**src/rtl/regfile_write_arbiter.sv**
```systemverilog
// Round-robin arbiter sharing the register file write port between ALU and
// load writeback, plus a per-register pending-write scoreboard for decode stalls.
module regfile_write_arbiter #(
  parameter int NREG = 64,
  parameter int AW   = 6,
  parameter int DW   = 32
) (
  input  logic            clk,
  input  logic            rst_n,
  input  logic            alu_valid,
  output logic            alu_ready,
  input  logic [AW-1:0]   alu_rd,
  input  logic [DW-1:0]   alu_data,
  input  logic            mem_valid,
  output logic            mem_ready,
  input  logic [AW-1:0]   mem_rd,
  input  logic [DW-1:0]   mem_data,
  input  logic            dec_valid,
  input  logic            dec_wr,
  input  logic [AW-1:0]   dec_rd,
  input  logic [AW-1:0]   rs,
  input  logic [AW-1:0]   rt,
  output logic            stall,
  input  logic            flush,
  output logic            wrt,
  output logic [AW-1:0]   rd,
  output logic [DW-1:0]   datain,
  output logic [NREG-1:0] busy
);

  typedef enum logic {SRC_ALU = 1'b0, SRC_MEM = 1'b1} src_e;

  src_e            rr_last_q, rr_last_d;
  logic            wrt_q, wrt_d;
  logic [AW-1:0]   rd_q, rd_d;
  logic [DW-1:0]   datain_q, datain_d;
  logic [NREG-1:0] busy_q, busy_d;
  logic            alu_xfer, mem_xfer, issue;

  // The requester that did not win last gets priority on a tie.
  always_comb begin
    // NOTE: every combinational output gets a default first so no path infers a latch.
    alu_ready = 1'b0;
    mem_ready = 1'b0;
    if (!flush) begin
      if (alu_valid && (!mem_valid || rr_last_q == SRC_MEM)) alu_ready = 1'b1;
      else if (mem_valid)                                    mem_ready = 1'b1;
    end
  end

  assign alu_xfer = alu_valid & alu_ready;
  assign mem_xfer = mem_valid & mem_ready;

  assign stall = dec_valid & (busy_q[rs] | busy_q[rt] | (dec_wr & busy_q[dec_rd]));
  assign issue = dec_valid & dec_wr & ~stall;

  always_comb begin
    wrt_d     = 1'b0;
    rd_d      = rd_q;
    datain_d  = datain_q;
    rr_last_d = rr_last_q;
    if (alu_xfer) begin
      wrt_d     = 1'b1;
      rd_d      = alu_rd;
      datain_d  = alu_data;
      rr_last_d = SRC_ALU;
    end else if (mem_xfer) begin
      wrt_d     = 1'b1;
      rd_d      = mem_rd;
      datain_d  = mem_data;
      rr_last_d = SRC_MEM;
    end
  end

  // Clear before set so a same-cycle re-issue keeps the newer write pending.
  always_comb begin
    busy_d = busy_q;
    if (alu_xfer) busy_d[alu_rd] = 1'b0;
    if (mem_xfer) busy_d[mem_rd] = 1'b0;
    if (issue)    busy_d[dec_rd] = 1'b1;
    if (flush)    busy_d = '0;
  end

  always_ff @(posedge clk or negedge rst_n) begin
    if (!rst_n) begin
      wrt_q     <= 1'b0;
      rd_q      <= '0;
      datain_q  <= '0;
      busy_q    <= '0;
      rr_last_q <= SRC_MEM;
    end else begin
      // NOTE: state uses non-blocking assignments so all flops update from pre-edge values.
      wrt_q     <= wrt_d;
      rd_q      <= rd_d;
      datain_q  <= datain_d;
      busy_q    <= busy_d;
      rr_last_q <= rr_last_d;
    end
  end

  assign wrt    = wrt_q;
  assign rd     = rd_q;
  assign datain = datain_q;
  assign busy   = busy_q;

endmodule
```
**config.mk**
```make
export PLATFORM = sky130hd
export DESIGN_NAME = regfile_write_arbiter
export DESIGN_NICKNAME = d
export VERILOG_FILES = /design/src/rtl/regfile_write_arbiter.sv
export SDC_FILE = /design/constraint.sdc
export NUM_CORES = 1
export LEC_CHECK = 0
export CAP_MARGIN = 20
export CORE_MARGIN = 4
export CORE_UTILIZATION = 49
export DETAILED_ROUTE_END_ITERATION = 8
export PLACE_DENSITY = 0.81
export SYNTH_ARGS = -nofsm -noshare
export SYNTH_HDL_FRONTEND = slang
export SYNTH_SLANG_ARGS = --single-unit
```
**constraint.sdc**
```tcl
create_clock -name clk -period 3.6 [get_ports clk]
set_input_delay 0.72 -clock clk [delete_from_list [all_inputs] [get_ports clk]]
set_output_delay 0.72 -clock clk [all_outputs]
set_load 0.02 [all_outputs]
```
# Word level (Yosys, flattened, before mapping)
# Cells that the tools add are included.
[totals] regBits=104
[op_classes] reduce_logical=7 bitwise=14 order_cmp=8 n_mux=29
[op_table] op="two-way mux 64 bit" count=4
[op_table] op="bitwise AND 64 bit" count=2
[op_table] op="NOT 64 bit" count=2
[op_table] op="two-way mux 32 bit" count=2
[op_table] op="OR 64 bit" count=1
[op_table] op="< comparator 6 x 7 -> 1 bit (second input constant)" count=5
[op_table] op="binary-select mux 1 bit (select 6 bit)" count=3
[op_table] op="demux 1 bit (select 6 bit)" count=3
[op_table] op=">= comparator 6 x 1 -> 1 bit (second input constant)" count=3
[op_table] op="two-way mux 1 bit" count=15
[op_table] op="two-way mux 6 bit" count=2
[op_table] op="bitwise AND 1 bit" count=6
[op_table] op="logical AND 1 bit" count=4
[op_table] op="OR 1 bit" count=2
[op_table] op="nonzero test 2 bit" count=1
[op_table] op="zero test 1 bit" count=1
[op_table] op="logical OR 1 bit" count=1
[op_table] op="NOT 1 bit" count=1

# Depth between registers and ports, before layout
[depth] depth_word=12 mapped_depth=11 mapped_depth_nobuf=7

# Least setup slack after synthesis
# No wires, ideal clock.
[synth_path] path_kind="input -> output" start="input port rs[0]" end="output port stall" path_buffers=3 slack_ps=220 arrival_time_ps=2660 path_stages=10 cell_sequence="buf_4 buf_6 mux4_2 mux2_2 nand2_1 o21ai_0 o2111ai_1 nand4b_1 clkbuf_1 o21a_1"
[synth_via] elab_chain_cells=5
[synth_lines] element="start, declared" line="21" source="input logic [AW-1:0] rs,"
[synth_lines] element="binary-select mux 1 bit (select 6 bit)" line="54" source="assign stall = dec_valid & (busy_q[rs] | busy_q[rt] | (dec_wr & busy_q[dec_rd]));"
[synth_lines] element="two-way mux 1 bit (not written as such)" line="54"
[synth_lines] element="OR 1 bit (2 in series)" line="54"
[synth_lines] element="bitwise AND 1 bit" line="54"
[synth_lines] element="end, declared" line="23" source="output logic stall,"
# No other way between the ends. The select of a mux whose other input is x is not followed.

# Final worst setup path
[layout_path] start="input port rt[1]" end="output port stall"
[layout_via] elab_chain_cells=5
[layout_lines] element="start, declared" line="22" source="input logic [AW-1:0] rt,"
[layout_lines] element="binary-select mux 1 bit (select 6 bit)" line="54"
[layout_lines] element="two-way mux 1 bit (not written as such)" line="54"
[layout_lines] element="OR 1 bit (2 in series)" line="54"
[layout_lines] element="bitwise AND 1 bit" line="54"
# No other way between the ends. The select of a mux whose other input is x is not followed.

==> flow_summary.yaml <==
run_status:
  outcome: "complete, no violations"
worst_setup_path:
  ff2ff_path_depth: 10
  cp-end-kind: "primary output"
  critical_path_class: "in2out"
  cp-start-kind: "input pin"
  required_ns: 2.88
  timing.rr.start: "busy[52]"
  r2r_slack_ns: 0.50
  worstPathMaxFanout: 9
  worstPathArrival_ns: 2.82
  r2r-end: "busy[43]"
logic_synthesis:
  synth_edf_count: 0
  synth_mux_area_share_pct: 13.9
  async_flop_share_pct: 100
  synth_top_area_cell: "dfrtp_1"
  ys_seq_area_share_pct: 35.1
  yosysWarnings: 0
  synth_fa_ha_area_share_pct: 0
  synth_compound_area_share_pct: 21.9
  synth_top_flop_cell: "dfrtp_1"
  synthTopCellsByCount: "dfrtp_1, nand2_1, nor2_1"
  yosysMostFrequentCell: "dfrtp_1"
  synth_top_area_share_pct: 34.7
  synthSimpleGateAreaFrac_pct: 23.8
  yosys-top-cells-area: "dfrtp_1, mux4_2, o221ai_1"
  synth_cell_types: 46
  synth_top_family_by_area: "simple AND/OR/NAND/NOR gates"
  synthCells: 809
  ys_ff_latch: 104
  syn_area_sq_um: 7420
  syn_avg_cell_area_sq_um: 9.17
  synth-xor-area-share_pct: 0
  synth_nets: 910
global_routing:
  track_usage_pct: 32.9
  overflow: 0
  antenna_found_initial: 0
  grt_pass1_wl_um: 43600
  grt_max_degree: 73
  grt_pass1_vias: 7979
clock_network:
  cts_tree: "done"
  ctsRootBufferMaster: "clkbuf_16"
  cts_max_level: 3
  clock_latency_ns: 0.34
  clk_pin_slew_ns: 0.07
  cts_hold_buf: 0
  cts_sinks: 104
  cts_buffer_depth: 2
  cts_made_buffers: 9
placement:
  place_inst: 1196
  gp_congestion: 1.04
  port_buffers: 206
  dp_hpwl_um: 21100
layout:
  finalNonFillerCells: 1220
  area_growth_pct: 41.8
  fin_nets: 1132
  drive_gt1_share_pct: 17.1
  diodes: 0
  post-route-util_pct: 71.6
sta:
  slew_viol_final: 0
  tns_ns: 0
  fmax_ghz: 0.283
  maxSlewHeadroom_pct: 50.0
  finalSetupViolCount: 0
  holdWs_ns: 0.409
  finalWorstPathRequiredPeriod_ns: 3.54
  finalHoldViolCount: 0
  fin_skew_ns: 0.00517
  finalCritPeriodShare_pct: 98.2
  worstMarginPinSlew_ns: 0.750
worst_hold_path:
  hp-class: "in2async"
power:
  leakagePower_nw: 4.14
  power_w: 0.00322
  p_per_area_nw_per_um2: 306
  ir_worst_vdd_mv: 0.244
run:
  max_cap_violations: 0
routing:
  ant_nets: 0
  drt_first_pass_iters: 8
  drt-total-wl_um: 29100
  vias: 8365
  drcViolationCount: 0
  routed_via_density: 6.86
  drt_iter0_markers: 1273
  post_drt_wl_per_cell_um: 23.8
floorplanning:
  rows: 44
  fp.dieH_um: 131
  die-area_sq_um: 17200
  die_width_um: 131
  io_pins: 207
  core-area_sq_um: 14700
  initial_core_util_pct: 50.5
[worst max-delay path by stage]
stage	end	slack (ns)	startpoint
3_5_place_dp	stall	-0.82	dec_rd[0]
5_1_grt	stall	-0.04	rt[1]
6_report	stall	0.06	rt[1]
2_1_floorplan	stall	0.22	rs[0]
4_1_cts	stall	0.005	rs[1]
3_3_place_gp	stall	-0.79	dec_rd[0]
[power breakdown]
part | internal [W] | switching (W) | total, W
registers | 0.00124 | 0.0000439 | 0.00129
logic | 0.000392 | 0.000488 | 0.000880
clock network | 0.000629 | 0.000421 | 0.00105
total | 0.00227 | 0.000953 | 0.00322
[timing repair]
item,in CTS,in global routing
pin swaps,11,6
cloned,3,0
setup endpoints to repair,2,2
buffers inserted,4,1
resized for setup,32,18
[cell usage in the layout, fill, tap and decap left out, types with 7 or more instances in the layout]
cell             synthesis  final
nand2_1                 97     97
inv_1                    9      8
o221ai_1                65     65
nand3_1                 18     18
mux2i_1                 39     37
o41ai_1                 58     58
nor3_1                  34     33
a31oi_1                 27     26
buf_6                    6      7
clkdlybuf4s50_1          0    195
dfrtp_1                103    103
or3b_2                   7      7
nor2_1                  70     70
clkbuf_16                0      9
mux4_2                  26     26
nand3b_1                20     20
or2_2                   13     13
buf_4                    2     70
nor2b_1                 68     67
[kinds of logic (layout without fill, tap and decap cells)]
logic type | count (synthesis) | in the layout
muxes | 70 | 70
AOI/OAI and AO/OA | 196 | 196
buffers and inverters | 88 | 315
DFF | 104 | 104
and+or+nand+nor | 351 | 351
[sequential cells by signal, summed over array words and instances (netlist names)]
| register | cells |
|---|---|
| rd | 6 |
| rr_last_q | 1 |
| wrt | 1 |
| datain | 32 |
| busy | 64 |
[metal layers]
layer  share of wire [%]  global-route usage [%]  up-vias
met5                   0                       0        -
met4                 5.6                    18.0        0
met3                  13                    8.02      146
met2                  44                    50.9      734
met1                  37                    42.5     3929
li1                    -                       -     3556
[worst max-delay path: stages]
cell             delay, ns
clkdlybuf4s50_1       0.40
buf_4                 0.18
and2_1                0.21
a2111oi_1             0.46
nand3_1               0.15
nand4_1               0.11
a31oi_1               0.06
nand4b_1              0.18
o21a_1                0.20
buf_6                 0.14
[stage by stage]
stage                     area [sq um]  setup slack (ns)
after floorplan                   7420             0.220
after global placement            9980            -0.789
after detailed placement          9980            -0.817
after CTS                        10500           0.00537
after global routing             10500           -0.0359
final                            10500            0.0635
[cell type report]
type,count,area [sq um]
Multi-Input combinational cell,617,4490
Fill cell,1101,4180
Timing Repair Buffer,290,2840
Sequential cell,104,2600
Clock buffer,13,250
Tap cell,184,230
Clock inverter,3,65.1
Inverter,9,33.8
Power figures use the tool's default switching activity.
